[config.mk]
export PLATFORM = sky130hd
export DESIGN_NAME = pmu_pd_sequencer
export DESIGN_NICKNAME = d
export VERILOG_FILES = /design/src/rtl/pmu_pkg.sv /design/src/rtl/pmu_rr_arbiter.sv /design/src/rtl/pmu_pd_sequencer.sv
export SDC_FILE = /design/constraint.sdc
export NUM_CORES = 1
export LEC_CHECK = 0
export ABC_AREA = 0
export BUFFER_PORTS_ARGS = -buffer_cell sky130_fd_sc_hd__buf_4
export CAP_MARGIN = 20
export CORE_MARGIN = 2
export CORE_UTILIZATION = 50
export CTS_CLUSTER_SIZE = 20
export DETAILED_ROUTE_END_ITERATION = 16
export PLACE_DENSITY = 0.68
export SYNTH_ARGS = -nofsm -noshare
export SYNTH_HDL_FRONTEND = slang
export SYNTH_SLANG_ARGS = --single-unit
export TNS_END_PERCENT = 20
[constraint.sdc]
create_clock -name clk -period 7.1 [get_ports clk]
set_clock_uncertainty 0.2 [all_clocks]
set_input_delay 0.71 -clock clk [delete_from_list [all_inputs] [get_ports clk]]
set_output_delay 0.71 -clock clk [all_outputs]
set_load 0.01 [all_outputs]
[src/rtl/pmu_pkg.sv]
// Shared PMU definitions: domain count, domain indices, sequencer states
// and default sequencing delays.
package pmu_pkg;

    localparam int NUM_PD = 10;
    localparam int PD_W   = $clog2(NUM_PD);

    // Default sequencing delays, in core clock cycles
    localparam int T_ISO_DEF    = 4;
    localparam int T_RET_DEF    = 8;
    localparam int T_ACK_TO_DEF = 64;
    localparam int CNT_W_DEF    = 16;

    // Power domain indices
    localparam int PD_RTC  = 0;
    localparam int PD_AON  = 1;
    localparam int PD_CPU0 = 2;
    localparam int PD_CPU1 = 3;
    localparam int PD_GPU  = 4;
    localparam int PD_DSP  = 5;
    localparam int PD_MEM  = 6;
    localparam int PD_IO   = 7;
    localparam int PD_PERI = 8;
    localparam int PD_DBG  = 9;

    typedef enum logic [2:0] {
        IDLE   = 3'd0,
        DN_ISO = 3'd1,
        DN_RET = 3'd2,
        DN_SW  = 3'd3,
        UP_SW  = 3'd4,
        UP_RES = 3'd5,
        DONE   = 3'd6
    } seq_state_e;

endpackage

[src/rtl/pmu_rr_arbiter.sv]
// Combinational round-robin pick: first pending slot at or after rr_ptr,
// wrapping at N. Usable by any PMU scheduler.
module pmu_rr_arbiter
    import pmu_pkg::*;
#(
    parameter int N  = NUM_PD,
    parameter int IW = (N > 1) ? $clog2(N) : 1
) (
    input  logic [N-1:0]  pending,
    input  logic [IW-1:0] rr_ptr,
    output logic          valid,
    output logic [IW-1:0] idx
);

    localparam int CW = IW + 1;

    // Scan all N slots starting from rr_ptr; the first pending slot wins.
    always_comb begin
        logic [CW-1:0] cand;
        valid = 1'b0;
        idx   = '0;
        cand  = '0;
        for (int k = 0; k < N; k++) begin
            cand = {1'b0, rr_ptr} + CW'(k);
            if (cand >= CW'(N)) begin
                cand = cand - CW'(N);
            end
            if (!valid && pending[cand[IW-1:0]]) begin
                valid = 1'b1;
                idx   = cand[IW-1:0];
            end
        end
    end

endmodule

[src/rtl/pmu_pd_sequencer.sv]
// Power-switch sequencing engine: serves one domain at a time, round-robin,
// driving isolation, retention and switch enable, and closing the loop on
// the switch acknowledge with a per-domain timeout fault.
//
// Switch handshake: pd_sw_en[i] is a level request and pd_sw_ack[i] the
// level status of the switch chain; a step completes when ack equals the
// requested level, there is no separate valid/ready pair.
module pmu_pd_sequencer
    import pmu_pkg::*;
#(
    parameter int T_ISO    = T_ISO_DEF,
    parameter int T_RET    = T_RET_DEF,
    parameter int T_ACK_TO = T_ACK_TO_DEF,
    parameter int CNT_W    = CNT_W_DEF
) (
    input  logic              clk,
    input  logic              rstn,
    input  logic [NUM_PD-1:0] pd_req,
    input  logic [NUM_PD-1:0] pd_ret_en,
    input  logic [NUM_PD-1:0] pd_sw_ack,
    input  logic              err_clr,
    output logic [NUM_PD-1:0] pd_sw_en,
    output logic [NUM_PD-1:0] pd_iso_n,
    output logic [NUM_PD-1:0] pd_ret_n,
    output logic [NUM_PD-1:0] pd_status,
    output logic [NUM_PD-1:0] pd_fault,
    output logic              busy,
    output logic [PD_W-1:0]   cur_pd,
    output logic              timeout_err,
    output seq_state_e        dbg_state
);

    localparam logic [CNT_W-1:0] ISO_LAST = CNT_W'(T_ISO - 1);
    localparam logic [CNT_W-1:0] RET_LAST = CNT_W'(T_RET - 1);
    // Restore window also covers the cycle in which ack is first seen high
    localparam logic [CNT_W-1:0] RES_LAST = CNT_W'(T_RET);
    localparam logic [CNT_W-1:0] ACK_LAST = CNT_W'(T_ACK_TO - 1);

    seq_state_e        state_q, state_d;
    logic [CNT_W-1:0]  timer_q;
    logic [PD_W-1:0]   idx_q, rr_ptr_q, arb_idx, tgt;
    logic              ret_en_q, arb_valid, ack_cur;
    logic [NUM_PD-1:0] sw_en_q, iso_n_q, ret_n_q, status_q, fault_q, pending;
    logic              timeout_q;

    // Per-step strobes from the FSM, applied to domain tgt
    logic dispatch, sw_on, sw_off, iso_clamp, iso_release;
    logic ret_save, ret_restore, st_up, st_down, flt;

    assign pending = (pd_req ^ status_q) & ~fault_q;
    assign tgt     = (state_q == IDLE) ? arb_idx : idx_q;
    assign ack_cur = pd_sw_ack[idx_q];

    pmu_rr_arbiter #(
        .N  (NUM_PD),
        .IW (PD_W)
    ) u_arb (
        .pending (pending),
        .rr_ptr  (rr_ptr_q),
        .valid   (arb_valid),
        .idx     (arb_idx)
    );

    // Next-state logic and per-step strobes for the sequence in progress.
    always_comb begin
        state_d     = state_q;
        dispatch    = 1'b0;
        sw_on       = 1'b0;
        sw_off      = 1'b0;
        iso_clamp   = 1'b0;
        iso_release = 1'b0;
        ret_save    = 1'b0;
        ret_restore = 1'b0;
        st_up       = 1'b0;
        st_down     = 1'b0;
        flt         = 1'b0;
        case (state_q)
            IDLE: begin
                if (arb_valid) begin
                    dispatch = 1'b1;
                    if (pd_req[arb_idx]) begin
                        state_d = UP_SW;
                        sw_on   = 1'b1;
                    end else begin
                        state_d   = DN_ISO;
                        iso_clamp = 1'b1;
                    end
                end
            end
            DN_ISO: begin
                if (timer_q == ISO_LAST) begin
                    if (ret_en_q) begin
                        state_d  = DN_RET;
                        ret_save = 1'b1;
                    end else begin
                        state_d = DN_SW;
                        sw_off  = 1'b1;
                    end
                end
            end
            DN_RET: begin
                if (timer_q == RET_LAST) begin
                    state_d = DN_SW;
                    sw_off  = 1'b1;
                end
            end
            DN_SW: begin
                if (!ack_cur) begin
                    state_d = DONE;
                    st_down = 1'b1;
                end else if (timer_q == ACK_LAST) begin
                    state_d = DONE;
                    flt     = 1'b1;
                end
            end
            UP_SW: begin
                if (ack_cur) begin
                    state_d     = UP_RES;
                    ret_restore = 1'b1;
                end else if (timer_q == ACK_LAST) begin
                    state_d = DONE;
                    flt     = 1'b1;
                    sw_off  = 1'b1;
                end
            end
            UP_RES: begin
                if (timer_q == RES_LAST) begin
                    state_d     = DONE;
                    iso_release = 1'b1;
                    st_up       = 1'b1;
                end
            end
            DONE:    state_d = IDLE;
            default: state_d = IDLE;
        endcase
    end

    // State, timer, arbitration pointer and per-domain output registers.
    always_ff @(posedge clk or negedge rstn) begin
        if (!rstn) begin
            state_q   <= IDLE;
            timer_q   <= '0;
            idx_q     <= '0;
            rr_ptr_q  <= '0;
            ret_en_q  <= 1'b0;
            sw_en_q   <= '0;
            iso_n_q   <= '0;
            ret_n_q   <= '1;
            status_q  <= '0;
            fault_q   <= '0;
            timeout_q <= 1'b0;
        end else begin
            state_q <= state_d;
            if (state_d != state_q) begin
                timer_q <= '0;
            end else if (timer_q != '1) begin
                timer_q <= timer_q + 1'b1;
            end
            if (dispatch) begin
                idx_q    <= arb_idx;
                rr_ptr_q <= (arb_idx == PD_W'(NUM_PD - 1)) ? '0 : arb_idx + 1'b1;
                ret_en_q <= pd_ret_en[arb_idx];
            end
            if (sw_on)       sw_en_q[tgt]  <= 1'b1;
            if (sw_off)      sw_en_q[tgt]  <= 1'b0;
            if (iso_clamp)   iso_n_q[tgt]  <= 1'b0;
            if (iso_release) iso_n_q[tgt]  <= 1'b1;
            if (ret_save)    ret_n_q[tgt]  <= 1'b0;
            if (ret_restore) ret_n_q[tgt]  <= 1'b1;
            if (st_up)       status_q[tgt] <= 1'b1;
            if (st_down)     status_q[tgt] <= 1'b0;
            // A timeout landing in the same cycle as err_clr stays recorded
            if (err_clr) begin
                fault_q   <= '0;
                timeout_q <= 1'b0;
            end
            if (flt) begin
                fault_q[tgt] <= 1'b1;
                timeout_q    <= 1'b1;
            end
        end
    end

    assign pd_sw_en    = sw_en_q;
    assign pd_iso_n    = iso_n_q;
    assign pd_ret_n    = ret_n_q;
    assign pd_status   = status_q;
    assign pd_fault    = fault_q;
    assign timeout_err = timeout_q;
    assign busy        = (state_q != IDLE);
    assign cur_pd      = busy ? idx_q : '0;
    assign dbg_state   = state_q;

endmodule

==> key figures, run 1 <==
Synth
  – Cell variety after synth: 90
  – YS warnings: 0
  – Async SR Flop Fraction: 100%
  – Register area share after synthesis: between 20 and 30%
  – Post-synthesis net count: between 800 and 900
  – Top_reg_cell synth: dfrtp_1
  – Syn avg cell area: roughly 8.6 sq um
  – Synth Register Bits: 79
  – Synthesized cell area: slightly below 7000 sq um
  – Number of synthesized flops with an enable pin: 0
  – Post-Syn Instances: 795

Cells and area
  – N_diodes: 0
  – Area growth from synthesis to final layout: 17.0%
  – FILL cells: about 1200
  – Layout net count: approximately 940
  – Commonest cells after routing, fill and taps aside: buf_4, dfrtp_1, nor2_1
  – Most common cell after layout, fill and taps aside: buf_4
  – Layout cells sized above 1: 18.6%

Global route
  – Initial antenna violation count: 0
  – Vias in the first global route: about 6400
  – Largest net degree at the start of global routing: 80
  – GRT Overall Usage: ~30%
  – GRT overflow: 0
  – First-pass GRT wire length: 33800 um

Clocking
  – Htree depth: 3
  – Longest Clk Path Bufs: 2
  – Cts bufs inserted: 9
  – TritonCTS clock tree: done
  – Clock transition at path regs: about 0.07 ns
  – CTS sink count: just under 80
  – Root Buffer: clkbuf_16
  – Latest clock arrival within the worst-skew pair: 0.35 ns
  – Number of gates resized after CTS: 0

Setup path
  – Required @ worst endpoint: about 7 ns
  – Worst setup path startpoint: rr_ptr_q[0]
  – Startpoint type of the worst setup path: register
  – Critical path arrival: ~6.6 ns
  – CP Max Fanout: 24
  – R2R cell count: 20
  – Critical path endpoint category: register
  – R2r startpoint: rr_ptr_q[0]
  – Flop2flop setup slack: 0.56 ns
  – Crit Path Category: reg2reg

Timing
  – Final Cycle Share: 92.1%
  – Setup Viol. Count Final: 0
  – Final hold vios: 0
  – Slew margin rel.: 36.5%
  – RSZ-0062 raised after global routing: false
  – Worst Max-Slew Pin Slew: between 0.9 and 1 ns
  – Slew Viols, Final: 0
  – Max Fclk: 0.153 GHz
  – Min Clock Period, post-route: ~6.5 ns
  – Setup_tns: 0 ns

Routing
  – Pre-antenna DRT Iters: 5
  – Met2 wire len: ~11000 um
  – Final WL: between 20000 and 25000 um
  – M1 WL: ~9000 um
  – DR top layer: met4
  – Via count: 6591
  – Post-DR vias/cell: 6.22
  – Routed length per instance: 20.2 um
  – WL met3: about 1000 um
  – Antenna viol nets, final: 0
  – # DRC: 0
  – DR iter-0 viols: roughly 630

Floorplan
  – Cell Rows: 42
  – CORE AREA: between 10000 and 15000 sq um
  – Die height: between 100 and 150 um
  – Starting Density: 51.2%
  – Num ports: 92
  – Die W: around 120 um
  – Die area: about 15000 sq um

Placed design
  – Post-DP HPWL: ~17000 um
  – IO Port Bufs: 91
  – Gpl congestion: 1.06

Flow run
  – Max_cap viols: 0

Hold path
  – Hold Path Class: reg2reg

Run status
  – Status: completed
## kinds of logic (layout without fill, tap and decap cells)
group / Yosys count / after routing / share of synthesized area, %
and+or+nand+nor: 280 / 280 / 22.1
AOI/OAI and AO/OA: 237 / 237 / 25.5
buffers and inverters: 87 / 175 / 5.36
DFF: 79 / 79 / 29.2
xor gates and xnor gates: 44 / 44 / 5.88
muxes: 44 / 44 / 7.46
adders and majority gates: 24 / 24 / 4.52
## layer usage
metal / global-route usage (%) / vias up
met2: 49.9 / 227
li1: - / 3133
met3: 3.96 / 60
met1: 38.0 / 3171
met4: 14.7 / 0
met5: 0 / -
## cell usage after synthesis (5+ instances only)
| cell type | number | area, sq um |
|---|---|---|
| nand2b_1 | 19 | 119 |
| dfstp_2 | 10 | 263 |
| nand4_1 | 6 | 37.5 |
| nor4_1 | 6 | 37.5 |
| ha_1 | 23 | 288 |
| mux2i_1 | 35 | 350 |
| nor2b_1 | 13 | 81.3 |
| a31oi_1 | 7 | 43.8 |
| and3_1 | 18 | 113 |
| clkbuf_1 | 16 | 60.1 |
| nand2_1 | 45 | 169 |
| a21boi_0 | 9 | 67.6 |
| o21ai_1 | 7 | 35.0 |
| o22ai_1 | 13 | 81.3 |
| a2111oi_0 | 6 | 52.6 |
| or2_2 | 7 | 43.8 |
| xor2_1 | 19 | 166 |
| a22oi_1 | 5 | 37.5 |
| inv_1 | 54 | 203 |
| nor2_1 | 65 | 244 |
| o21ai_0 | 40 | 200 |
| a221oi_1 | 11 | 96.3 |
| mux4_2 | 5 | 113 |
| buf_2 | 7 | 35.0 |
| nand3_1 | 33 | 165 |
| a211oi_1 | 9 | 67.6 |
| and2_1 | 10 | 62.6 |
| xnor2_1 | 23 | 201 |
| nor3_1 | 16 | 80.1 |
| or4_1 | 5 | 37.5 |
| dfrtp_1 | 69 | 1730 |
| a21o_1 | 13 | 97.6 |
| o22a_1 | 11 | 96.3 |
| and3b_1 | 5 | 43.8 |
| a21oi_1 | 35 | 175 |
| or3_1 | 7 | 43.8 |
| a2bb2oi_1 | 6 | 52.6 |
| o211ai_1 | 7 | 52.6 |
## cell type report
type	count	area (sq um)	share of cell area, %
clock buffer	9	225	2.83
clock inverter	7	77.6	0.974
inverter	57	214	2.69
multi-input combinational	629	4460	55.9
sequential	79	1990	25.0
tap	176	220	2.76
timing repair buffer	102	785	9.85
## how the worst min path moves through the flow
stage	cells past startpoint	endpoint	from	slack (ns)
floorplan	0	async pin	rstn	0.21
global placement	2	register	register	0.28
detailed placement	2	pd_ret_n[9]	pd_ret_n[9]	0.30
CTS	2	register	register	0.31
global route	2	register	register	0.33
finish	2	register	register	0.30
## through the flow
stage | hold WS, ns | cell area, sq um | std cells | setup slack (ns) | utilization (%)
2_1_floorplan | 0.214 | 6810 | 795 | 1.88 | -
3_5_place_dp | 0.297 | 7630 | 1041 | 0.672 | 57.4
3_3_place_gp | 0.284 | 7620 | 1040 | 0.808 | 57.3
5_1_grt | 0.327 | 7970 | 1059 | 0.0161 | 59.9
4_1_cts | 0.306 | 7930 | 1057 | 0.638 | 59.6
6_report | 0.303 | 7970 | 1059 | 0.564 | 59.9
## worst max-delay path: stages (launching register included)
cell,delay (ns)
dfrtp_1,0.34
buf_4,0.25
clkinv_1,0.37
ha_1,0.43
xor2_1,0.34
inv_1,0.11
ha_1,0.29
inv_1,0.03
a31o_2,0.20
a21oi_1,0.35
nor4b_1,0.12
o31ai_1,0.46
and2_1,0.33
and3_1,0.40
a32oi_1,0.25
or3_1,0.56
a2111oi_0,0.48
a211oi_1,0.12
a21oi_1,0.49
buf_4,0.24
o21ai_1,0.07
## what timing repair did
item                      CTS  global route
hold buffers                0             1
setup buffers               0             0
hold endpoints to repair    0             8
Power of run 1 is not shown: default switching activity piles up to over one toggle a cycle in this logic, so the estimate is an artifact.
==> run 2, diff against run 1 <==
Settings changed: CORE_UTILIZATION 50 to 59, PLACE_DENSITY 0.68 to 0.78.
==> run 2 against run 1 <==
  * Core utilization rose by 10 points
  * Via count rose by 3.6%
  * Flip-flop and latch count did not move
  * Die area fell by 15%
  * Critical path depth fell by 1
  * Fmax rose by 6.1%
  * Register-to-register slack improved by 0.38 ns
  * First-iteration DRC count rose by 12%
  * Non-clock buffer count fell by 3
  * Hold slack got worse by 0.0081 ns
  * Cell count fell by 3.4%
  * Wire length fell by 0.63%
==> key figures, run 2 (synthesis gave the netlist of run 1 again) <==
Run status
  – Status: completed (unchanged)

Clocking
  – Number of gates resized after CTS: 0 (unchanged)
  – Clock transition at path regs: 0.06 ns (was 0.07 ns)
  – Cts bufs inserted: 9 (unchanged)
  – Root Buffer: clkbuf_16 (unchanged)
  – Htree depth: 3 (unchanged)
  – Hold-fix buffers, CTS: 0 (unchanged)
  – Longest Clk Path Bufs: 2 (unchanged)
  – CTS sink count: 79 (unchanged)
  – TritonCTS clock tree: done (unchanged)
  – Latest clock arrival within the worst-skew pair: 0.34 ns (was 0.35 ns)
  – Postcts setup bufs: 0 (unchanged)

Timing
  – Slew Viols, Final: 0 (unchanged)
  – Max Fclk: 0.162 GHz (was 0.153 GHz)
  – RSZ-0062 raised after global routing: false (unchanged)
  – Worst Max-Slew Pin Slew: 0.973 ns (was 0.945 ns)
  – Worst setup margin: 0.939 ns (was 0.564 ns)
  – Slew margin rel.: 35.2% (was 36.5%)
  – Min Clock Period, post-route: 6.16 ns (was 6.54 ns)
  – Final hold vios: 0 (unchanged)
  – Setup Viol. Count Final: 0 (unchanged)
  – Final Cycle Share: 86.8% (was 92.1%)
  – Setup_tns: 0 ns (unchanged)

Global route
  – GRT Overall Usage: 34.4% (was 29.8%)
  – GRT overflow: 0 (unchanged)
  – First-pass GRT wire length: 34400 um (was 33800 um)
  – Initial antenna violation count: 0 (unchanged)
  – Vias in the first global route: 6669 (was 6353)
  – Largest net degree at the start of global routing: 80 (unchanged)

Routing
  – Antenna viol nets, final: 0 (unchanged)
  – Via count: 6826 (was 6591)
  – Pre-antenna DRT Iters: 6 (was 5)
  – Final WL: 21300 um (was 21400 um)
  – DR iter-0 viols: 704 (was 627)
  – Post-DR vias/cell: 6.67 (was 6.22)
  – # DRC: 0 (unchanged)
  – Routed length per instance: 20.8 um (was 20.2 um)

Floorplan
  – Cell Rows: 39 (was 42)
  – Die height: 111 um (was 121 um)
  – Num ports: 92 (unchanged)
  – CORE AREA: 11300 sq um (was 13300 sq um)
  – Die W: 111 um (was 121 um)
  – Starting Density: 60.2% (was 51.2%)
  – Die area: 12400 sq um (was 14600 sq um)

Setup path
  – Worst-path cell chain: buf_4 -> inv_1 -> ha_1 -> xor2_1 -> inv_1 -> ha_1 -> inv_1 -> a31o_2 -> a21oi_1 -> nor4_1 -> o31ai_1 -> and2_1 -> and3_1 -> a32oi_1 -> nor3_1 -> a32o_1 -> nand3_1 -> mux2i_1 -> o21ai_1 (was buf_4 -> clkinv_1 -> ha_1 -> xor2_1 -> inv_1 -> ha_1 -> inv_1 -> a31o_2 -> a21oi_1 -> nor4b_1 -> o31ai_1 -> and2_1 -> and3_1 -> a32oi_1 -> or3_1 -> a2111oi_0 -> a211oi_1 -> a21oi_1 -> buf_4 -> o21ai_1)
  – Crit-path max cell delay: 0.73 ns (was 0.56 ns)
  – Crit-path leading delay family: simple AND/OR/NAND/NOR gates (was compound AO/OA/AOI/OAI gates)
  – Critical path endpoint category: register (unchanged)
  – Required @ worst endpoint: 7.11 ns (was 7.12 ns)
  – Cell repeated most along the worst path: inv_1
  – Critical path arrival: 6.18 ns (was 6.56 ns)
  – R2r startpoint: rr_ptr_q[1] (was rr_ptr_q[0])
  – CP Max Fanout: 19 (was 24)
  – Flop2flop setup slack: 0.94 ns (was 0.56 ns)
  – Crit Path Category: reg2reg (unchanged)
  – R2R cell count: 19 (was 20)
  – Slowest-stage cell, CP: nor3_1 (was or3_1)
  – Startpoint type of the worst setup path: register (unchanged)
  – Buf/Inv on CP: 4 (was 5)

Placed design
  – Post-DP HPWL: 16400 um (was 16800 um)
  – Setup Slack @ Placement: 1.03 ns (was 0.672 ns)
  – Gpl congestion: 1.01 (was 1.06)
  – IO Port Bufs: 91 (unchanged)

Hold path
  – Hold Path Class: reg2reg (unchanged)
  – Hold path depth: 2 (unchanged)

Cells and area
  – Area growth from synthesis to final layout: 16.1% (was 17.0%)
  – N_diodes: 0 (unchanged)
  – Most common cell after layout, fill and taps aside: buf_4 (unchanged)
  – Layout net count: 932 (was 935)
  – Commonest cells after routing, fill and taps aside: buf_4, dfrtp_1, nor2_1 (unchanged)
  – Final core utilization: 69.9% (was 59.9%)
  – Layout cells sized above 1: 18.2% (was 18.6%)

Flow run
  – Max_cap viols: 0 (unchanged)
-- run 2: worst max-delay path by stage --
stage,from,end,slack [ns],cells after the start
after CTS,rr_ptr_q[1],register,1.01,19
final,rr_ptr_q[1],register,0.94,19
after global placement,rr_ptr_q[1],register,1.21,19
after detailed placement,rr_ptr_q[1],pd_sw_en[7],1.03,19
after global routing,rr_ptr_q[1],pd_sw_en[0],0.44,19
after floorplan,rr_ptr_q[0],dbg_state[0],1.88,19
-- run 2: layout make-up --
class	instances	area, sq um
clock buffers	12	246
clock inverters	4	77.6
fillers	912	3410
inverters	57	214
multi-input cells	629	4460
flip-flops and latches	79	1990
well taps	143	179
repair buffers	99	748
-- run 2: tightest hold or removal path: cells and delay by family, from the launching register on --
kind	cells	cell delay, ns
AO/OA/AOI/OAI	2	0.13
flip-flops	1	0.37
-- run 2: per-stage QoR --
stage,cell area (sq um),hold slack (ns),std cells
finish,7910,0.295,1023
global route,7910,0.327,1023
CTS,7900,0.294,1022
detailed placement,7570,0.282,1006
global placement,7570,0.274,1006
floorplan,6810,0.214,795
-- run 2: layer usage --
metal | track usage, % | routed length (um) | up-vias
li1 | - | - | 3115
met1 | 42.1 | 8230 | 3263
met2 | 58.7 | 10300 | 369
met3 | 3.86 | 1440 | 79
met4 | 20.6 | 1280 | 0
met5 | 0 | 0 | -
Power of run 2 is left out for the same reason.
